File: config.mk
export PLATFORM = sky130hd
export DESIGN_NAME = fir_stream_ctrl
export DESIGN_NICKNAME = d
export VERILOG_FILES = /design/src/rtl/fir_ctrl_pkg.sv /design/src/rtl/fir_out_fifo.sv /design/src/rtl/fir_stream_ctrl.sv
export SDC_FILE = /design/constraint.sdc
export NUM_CORES = 1
export LEC_CHECK = 0
export ABC_AREA = 1
export CAP_MARGIN = 40
export CORE_ASPECT_RATIO = 0.8
export CORE_MARGIN = 2
export CORE_UTILIZATION = 40
export DETAILED_ROUTE_END_ITERATION = 10
export GPL_ROUTABILITY_DRIVEN = 0
export HOLD_SLACK_MARGIN = 0.05
export PLACE_DENSITY = 0.69
export SYNTH_ARGS = -nofsm -noshare
export SYNTH_HDL_FRONTEND = slang
export SYNTH_SLANG_ARGS = --single-unit
File: constraint.sdc
create_clock -name clk -period 3 [get_ports clk]
set_clock_uncertainty 0.15 [all_clocks]
set_input_delay 0.3 -clock clk [delete_from_list [all_inputs] [get_ports clk]]
set_output_delay 0.3 -clock clk [all_outputs]
set_load 0.1 [all_outputs]
File: src/rtl/fir_ctrl_pkg.sv
// Shared definitions for the FIR stream sequencer.
// Holds the stream/FIR widths, the FSM state type, the saturation bounds and
// the round-half-up / saturate helper applied to every FIR result.
package fir_ctrl_pkg;

    localparam int DW         = 16;   // sample width
    localparam int YW         = 31;   // FIR result width
    localparam int TAPS       = 32;   // zeros issued per flush
    localparam int FIR_LAT    = 4;    // fir_en -> fir_valid latency
    localparam int SHIFT      = 15;   // coefficient Q format
    localparam int FIFO_DEPTH = 8;    // output buffer entries

    localparam int AW = $clog2(FIFO_DEPTH);
    localparam int CW = AW + 1;
    localparam int ZW = $clog2(TAPS);

    localparam logic [DW-1:0] SAT_MAX = {1'b0, {(DW-1){1'b1}}};
    localparam logic [DW-1:0] SAT_MIN = {1'b1, {(DW-1){1'b0}}};
    localparam logic [YW:0]   RND_ADD = {{YW{1'b0}}, 1'b1} << (SHIFT - 1);

    typedef enum logic [1:0] {
        ST_RUN   = 2'd0,
        ST_FLUSH = 2'd1,
        ST_DRAIN = 2'd2
    } state_e;

    typedef struct packed {
        logic          sat;
        logic [DW-1:0] val;
    } rs_t;

    // Round half up, arithmetic shift, then clamp into the signed DW range.
    // The sum is one bit wider than the FIR result so the rounding add cannot wrap.
    function automatic rs_t round_sat(input logic [YW-1:0] y);
        rs_t                r;
        logic signed [YW:0] sum_s;
        logic signed [YW:0] shf_s;
        sum_s = {y[YW-1], y} + RND_ADD;
        shf_s = sum_s >>> SHIFT;
        // Result fits when every bit above the DW sign bit equals the sign bit.
        if (shf_s[YW:DW-1] == {(YW-DW+2){shf_s[YW]}}) begin
            r.sat = 1'b0;
            r.val = shf_s[DW-1:0];
        end else begin
            r.sat = 1'b1;
            r.val = shf_s[YW] ? SAT_MIN : SAT_MAX;
        end
        return r;
    endfunction

endpackage

File: src/rtl/fir_out_fifo.sv
// fir_out_fifo: synchronous first-word-fall-through FIFO, FIFO_DEPTH x DW.
// Ports: clk, rstn (async active-low); wr_en/wr_data write side;
//        rd_en pops the head; rd_data is the head word; empty; count = occupancy.
module fir_out_fifo
    import fir_ctrl_pkg::*;
(
    input  logic          clk,
    input  logic          rstn,
    input  logic          wr_en,
    input  logic [DW-1:0] wr_data,
    input  logic          rd_en,
    output logic [DW-1:0] rd_data,
    output logic          empty,
    output logic [CW-1:0] count
);

    logic [DW-1:0] mem_q [FIFO_DEPTH];
    logic [DW-1:0] mem_d [FIFO_DEPTH];
    logic [AW-1:0] wr_ptr_q, wr_ptr_d;
    logic [AW-1:0] rd_ptr_q, rd_ptr_d;
    logic [CW-1:0] count_q, count_d;
    logic          rd_fire_s;

    // Next-state for storage, pointers and occupancy.
    always_comb begin
        mem_d     = mem_q;
        wr_ptr_d  = wr_ptr_q;
        rd_ptr_d  = rd_ptr_q;
        rd_fire_s = rd_en && (count_q != {CW{1'b0}});
        if (wr_en) begin
            mem_d[wr_ptr_q] = wr_data;
            wr_ptr_d        = wr_ptr_q + {{(AW-1){1'b0}}, 1'b1};
        end else begin
            wr_ptr_d = wr_ptr_q;
        end
        if (rd_fire_s) begin
            rd_ptr_d = rd_ptr_q + {{(AW-1){1'b0}}, 1'b1};
        end else begin
            rd_ptr_d = rd_ptr_q;
        end
        count_d = count_q + {{(CW-1){1'b0}}, wr_en} - {{(CW-1){1'b0}}, rd_fire_s};
    end

    // Storage and pointer registers.
    always_ff @(posedge clk or negedge rstn) begin
        if (!rstn) begin
            for (int i = 0; i < FIFO_DEPTH; i++) begin
                mem_q[i] <= {DW{1'b0}};
            end
            wr_ptr_q <= {AW{1'b0}};
            rd_ptr_q <= {AW{1'b0}};
            count_q  <= {CW{1'b0}};
        end else begin
            mem_q    <= mem_d;
            wr_ptr_q <= wr_ptr_d;
            rd_ptr_q <= rd_ptr_d;
            count_q  <= count_d;
        end
    end

    assign rd_data = mem_q[rd_ptr_q];
    assign empty   = (count_q == {CW{1'b0}});
    assign count   = count_q;

    fir_out_fifo_chk u_chk (
        .clk   (clk),
        .rstn  (rstn),
        .wr_en (wr_en),
        .full  (count_q == CW'(FIFO_DEPTH))
    );

endmodule

// fir_out_fifo_chk: the credit scheme must never let a write hit a full FIFO.
module fir_out_fifo_chk (
    input logic clk,
    input logic rstn,
    input logic wr_en,
    input logic full
);

    property p_no_overflow;
        @(posedge clk) disable iff (!rstn) !(wr_en && full);
    endproperty

    a_no_overflow: assert property (p_no_overflow);

endmodule

File: src/rtl/fir_stream_ctrl.sv
// fir_stream_ctrl: sequencer in front of a shared FIR.
// Accepts samples on s_valid/s_ready, issues them as single-cycle fir_en pulses,
// tags each in-flight operation, rounds/saturates the FIR result and buffers it
// for a back-pressurable consumer on m_valid/m_ready. flush feeds TAPS zeros
// through the FIR (results dropped). busy = FLUSH or DRAIN; sat_flag is sticky.
module fir_stream_ctrl
    import fir_ctrl_pkg::*;
(
    input  logic          clk,
    input  logic          rstn,
    input  logic          s_valid,
    output logic          s_ready,
    input  logic [DW-1:0] s_data,
    output logic          m_valid,
    input  logic          m_ready,
    output logic [DW-1:0] m_data,
    input  logic          flush,
    output logic          busy,
    output logic          sat_flag,
    output logic          fir_en,
    output logic [DW-1:0] fir_xin,
    input  logic          fir_valid,
    input  logic [YW-1:0] fir_yout
);

    state_e             state_q, state_d;
    logic [ZW-1:0]      zero_cnt_q, zero_cnt_d;
    logic               fir_en_q, fir_en_d;
    logic [DW-1:0]      fir_xin_q, fir_xin_d;
    logic               keep_q, keep_d;
    logic [FIR_LAT-1:0] tag_vld_q, tag_vld_d;
    logic [FIR_LAT-1:0] tag_keep_q, tag_keep_d;
    logic               res_vld_q, res_vld_d;
    logic [DW-1:0]      res_data_q, res_data_d;
    logic               sat_q, sat_d;
    logic [CW-1:0]      inflight_q, inflight_d;
    logic               busy_q, busy_d;
    logic               ready_en_q;

    logic               hs_s;
    logic               take_s;
    logic               flush_acc_s;
    logic [CW:0]        credit_s;
    logic [CW-1:0]      fifo_cnt_s;
    logic               fifo_empty_s;
    rs_t                rs_s;

    // Credit = buffered results plus kept samples not yet written to the FIFO,
    // so every accepted sample is guaranteed a FIFO slot. ready_en_q keeps
    // s_ready low while reset is held.
    assign credit_s = {1'b0, fifo_cnt_s} + {1'b0, inflight_q};
    assign s_ready  = ready_en_q && (state_q == ST_RUN) && (credit_s < (CW+1)'(FIFO_DEPTH));
    assign hs_s     = s_valid && s_ready;

    // FIR results arriving with an empty tag pipe (e.g. after reset) are ignored.
    assign rs_s   = round_sat(fir_yout);
    assign take_s = fir_valid && tag_vld_q[FIR_LAT-1] && tag_keep_q[FIR_LAT-1];

    // FSM next state, FIR issue, flush sequencing and busy.
    always_comb begin
        state_d     = state_q;
        zero_cnt_d  = zero_cnt_q;
        fir_en_d    = 1'b0;
        fir_xin_d   = {DW{1'b0}};
        keep_d      = 1'b0;
        flush_acc_s = 1'b0;
        if (hs_s) begin
            fir_en_d  = 1'b1;
            fir_xin_d = s_data;
            keep_d    = 1'b1;
        end else begin
            fir_en_d  = 1'b0;
        end
        case (state_q)
            ST_RUN: begin
                if (flush) begin
                    state_d     = ST_FLUSH;
                    zero_cnt_d  = {ZW{1'b0}};
                    flush_acc_s = 1'b1;
                end else begin
                    state_d = ST_RUN;
                end
            end
            ST_FLUSH: begin
                fir_en_d  = 1'b1;
                fir_xin_d = {DW{1'b0}};
                keep_d    = 1'b0;
                if (zero_cnt_q == ZW'(TAPS - 1)) begin
                    state_d    = ST_DRAIN;
                    zero_cnt_d = {ZW{1'b0}};
                end else begin
                    zero_cnt_d = zero_cnt_q + {{(ZW-1){1'b0}}, 1'b1};
                end
            end
            ST_DRAIN: begin
                // Last zero may still sit in the issue register before entering the tag pipe.
                if (!fir_en_q && (tag_vld_q == {FIR_LAT{1'b0}}) && !res_vld_q) begin
                    state_d = ST_RUN;
                end else begin
                    state_d = ST_DRAIN;
                end
            end
            default: begin
                state_d = ST_RUN;
            end
        endcase
        busy_d = (state_d != ST_RUN);
    end

    // Tag pipe, result register, sticky saturation and in-flight accounting.
    always_comb begin
        tag_vld_d  = {tag_vld_q[FIR_LAT-2:0], fir_en_q};
        tag_keep_d = {tag_keep_q[FIR_LAT-2:0], keep_q};
        res_vld_d  = take_s;
        res_data_d = res_data_q;
        sat_d      = sat_q;
        if (take_s) begin
            res_data_d = rs_s.val;
        end else begin
            res_data_d = res_data_q;
        end
        if (flush_acc_s) begin
            sat_d = 1'b0;
        end else if (take_s && rs_s.sat) begin
            sat_d = 1'b1;
        end else begin
            sat_d = sat_q;
        end
        inflight_d = inflight_q + {{(CW-1){1'b0}}, hs_s} - {{(CW-1){1'b0}}, res_vld_q};
    end

    // All control and datapath registers.
    always_ff @(posedge clk or negedge rstn) begin
        if (!rstn) begin
            state_q    <= ST_RUN;
            zero_cnt_q <= {ZW{1'b0}};
            fir_en_q   <= 1'b0;
            fir_xin_q  <= {DW{1'b0}};
            keep_q     <= 1'b0;
            tag_vld_q  <= {FIR_LAT{1'b0}};
            tag_keep_q <= {FIR_LAT{1'b0}};
            res_vld_q  <= 1'b0;
            res_data_q <= {DW{1'b0}};
            sat_q      <= 1'b0;
            inflight_q <= {CW{1'b0}};
            busy_q     <= 1'b0;
            ready_en_q <= 1'b0;
        end else begin
            state_q    <= state_d;
            zero_cnt_q <= zero_cnt_d;
            fir_en_q   <= fir_en_d;
            fir_xin_q  <= fir_xin_d;
            keep_q     <= keep_d;
            tag_vld_q  <= tag_vld_d;
            tag_keep_q <= tag_keep_d;
            res_vld_q  <= res_vld_d;
            res_data_q <= res_data_d;
            sat_q      <= sat_d;
            inflight_q <= inflight_d;
            busy_q     <= busy_d;
            ready_en_q <= 1'b1;
        end
    end

    fir_out_fifo u_fifo (
        .clk     (clk),
        .rstn    (rstn),
        .wr_en   (res_vld_q),
        .wr_data (res_data_q),
        .rd_en   (m_ready),
        .rd_data (m_data),
        .empty   (fifo_empty_s),
        .count   (fifo_cnt_s)
    );

    assign m_valid  = !fifo_empty_s;
    assign busy     = busy_q;
    assign sat_flag = sat_q;
    assign fir_en   = fir_en_q;
    assign fir_xin  = fir_xin_q;

endmodule
==> flow_summary.toml, run 1 <==
[run_status]
outcome = "finished, final reports clean"

[global_route]
grt_pass1_wl_um = 34800
antenna_found_initial = 0
first_global_vias = 6802
grt_usage_pct = 18.9
globalRouteOverflowTotal = 0
grt_max_degree = 77

[cts]
cts_max_path_buffers = 2
clock_sinks = 195
clkSlewWorstSetupHoldPaths_ns = 0.07
root_buffer = "clkbuf_16"
clk_latency_ns = 0.43
cts_tree = "done"
clock_tree.htree_level_count = 4
cts_resized = 0
numCtsBuffers = 17

[setup_path]
crit_type = "register to primary output"
reg2reg_depth = 12
end_kind = "primary output"
cp_max_fo = 25
crit_arrival_ns = 2.26
startpoint_type = "register"
timing.rr.end = "inflight_q[2]"
r2r_setup_slack_ns = 0.38
critPathRequiredTime_ns = 2.55
reg2reg_from = "inflight_q[3]"

[finish]
areaGrowthSynthToFinish_pct = 21.1
stdcell_count = 1423
antenna_cells = 0
n_fill_cell = 2065
drive_gt1_share_pct = 9.71
final_nets = 1185

[sta]
slew-limit-headroom_pct = 57.4
finalSetupTns_ns = 0
tightest_slew_ns = 0.639
whs_ns = 0.200
fmax_mhz = 368
final_max_slew_viol_count = 0
setup_violations = 0
hold_violations = 0
fin_crit_ns = 2.71
fin_crit_sh_pct = 90.5
rsz0062_at_grt = "no"

[yosys]
async_flop_share_pct = 100
syn-cell-area_mm2 = 0.00891
yosys.area.top_type = "dfrtp_1"
synth.distinct_cells = 34
avgSynthCellArea_um2 = 8.49
synth-seq-cells = 195
synth_top_area_share_pct = 54.8
synth_edf_count = 0
synthesis.nets = 1123
synth.most_common_cell = "nand2_1"
synth_common_cells = "nand2_1, dfrtp_1, nor2_1"
synthTopCellsByArea = "dfrtp_1, nand2_1, o21ai_0, nor2_1, inv_1"
syn_inst = 1049
synth-seq-area-share_pct = 54.8
synthFlopType = "dfrtp_1"
synth_warnings = 0

[routing]
routed.top_layer = "met4"
num_vias = 6991
drtIter0Drc = 517
dr_wl_met3_um = 1010
wl_met1_um = 10100
drt-pass1-iter-count = 5
route.met2.wl_um = 9110
finalWirelength_um = 20500
vias_per_cell = 4.91
drtAntennaViolNets = 0
drc = 0
post_drt_wl_per_cell_um = 14.4

[floorplanning]
fp.dieW_um = 171
fp-row-count = 48
initial_utilization_pct = 41.0
dieArea_mm2 = 0.0235
coreArea_mm2 = 0.0217
pin_count = 90
fp.dieH_um = 137

[pwr]
power_w = 0.0100
ir_worst_vdd_uv = 1120
power.density_mw_per_mm2 = 931
p_leak_nw = 5.25

[min_path]
min-delay-start = "tag_keep_q[0]"
hold_class = "register to register"
worst_hold_path.endpoint = "tag_keep_q[1]"
min_path_cells = 0

[placement]
dp_hpwl_um = 13300
dp_cells = 1391
io_buffers = 75

[flow_run]
max_cap_violations = 0
==> cells in the final DEF, fill, tap and decap left out, types with 2 or more instances in the layout <==
master           count
o21ai_0            158
nand2_1            265
fa_1                 2
o32ai_1             32
nand2_4              2
dfrtp_2              2
nand3_1             18
a22o_1               2
nor2_1             165
a21oi_1             27
dfrtp_1            193
clkdlybuf4s50_1     37
xor2_1               8
buf_4               38
nand4_1              3
clkinv_4             2
nand2_2              3
clkbuf_8             3
nor2_2               2
buf_12              21
bufinv_16            4
inv_6                5
ha_1                19
xnor2_1              3
clkbuf_16           17
inv_1               74
nor4_1               2
a21boi_2             4
==> how the worst max path moves through the flow <==
stage,slack [ns],endpoint,start,cells after the start
after floorplan,-0.02,inflight_q[2],inflight_q[3],13
after global placement,0.14,res_data_q[4],fir_yout[14],14
after detailed placement,0.09,res_data_q[4],fir_yout[14],14
after CTS,0.29,m_data[0],u_fifo.rd_ptr_q[0],6
after global routing,0.15,m_data[3],u_fifo.rd_ptr_q[0],7
final,0.29,m_data[12],u_fifo.rd_ptr_q[0],6
==> routing by layer <==
layer | vias up | GRT usage, %
li1 | 3520 | -
met1 | 3264 | 27.5
met2 | 186 | 29.3
met3 | 21 | 2.84
met4 | 0 | 6.26
met5 | - | 0
==> state kept, by name, indices dropped and copies added, names as in the netlist <==
name             cells
u_fifo.mem_q       128
fir_xin             16
res_data_q          16
zero_cnt_q           5
inflight_q           4
tag_keep_q           4
tag_vld_q            4
u_fifo.count         4
u_fifo.rd_ptr_q      3
u_fifo.wr_ptr_q      3
state_q              2
busy                 1
fir_en               1
keep_q               1
ready_en_q           1
res_vld_q            1
sat_flag             1
==> worst max-delay path, stage by stage (launching register included) <==
cell and delay (ns):
dfrtp_2 0.60, buf_4 0.36, nor2_1 0.09, o32ai_1 0.28, nand2_1 0.08, nand2_1 0.19
buf_12 0.21
==> power by group <==
part / internal (W) / switching [W]
registers: 0.00284 / 0.000174
clock network: 0.00146 / 0.00103
logic: 0.00152 / 0.00302
total: 0.00582 / 0.00422
==> repair_timing <==
item | 4_1_cts | 5_1_grt
setup endpoints to repair | 0 | 0
hold buffers | 1 | 0
setup buffers | 0 | 0
endpoints found under the hold margin | 73 | 0
==> cells by family after synthesis <==
| family | after synthesis | synth area share (%) |
|---|---|---|
| compound gates | 227 | 14.6 |
| xor+xnor | 11 | 1.08 |
| fa+ha+maj | 21 | 3.12 |
| buf+inv | 132 | 6.21 |
| flops | 195 | 54.8 |
| other cells | 1 | 0.0421 |
| simple gates | 462 | 20.2 |
==> area by class of cell <==
| cell class | instances | area [um2] | share of cell area [%] |
|---|---|---|---|
| flip-flops and latches | 195 | 4880 | 45.3 |
| multi-input cells | 722 | 3490 | 32.4 |
| repair buffers | 98 | 1100 | 10.2 |
| clock buffers | 19 | 453 | 4.20 |
| well taps | 300 | 375 | 3.48 |
| inverters | 77 | 293 | 2.71 |
| clock inverters | 12 | 193 | 1.79 |
==> through the flow <==
step	instance area [um2]	utilization, %	setup slack [ns]
floorplan	8930	-	-0.0207
global placement	10100	46.6	0.137
detailed placement	10100	46.6	0.0909
CTS	10800	49.6	0.293
global route	10800	49.6	0.147
finish	10800	49.6	0.286
(Power assumes the default switching activity.)
==> inputs of run 2 (changes only) <==
CAP_MARGIN = default   (was 40)
==> results of run 2 <==
Final layout, timing and power as in run 1 (identical DEF).
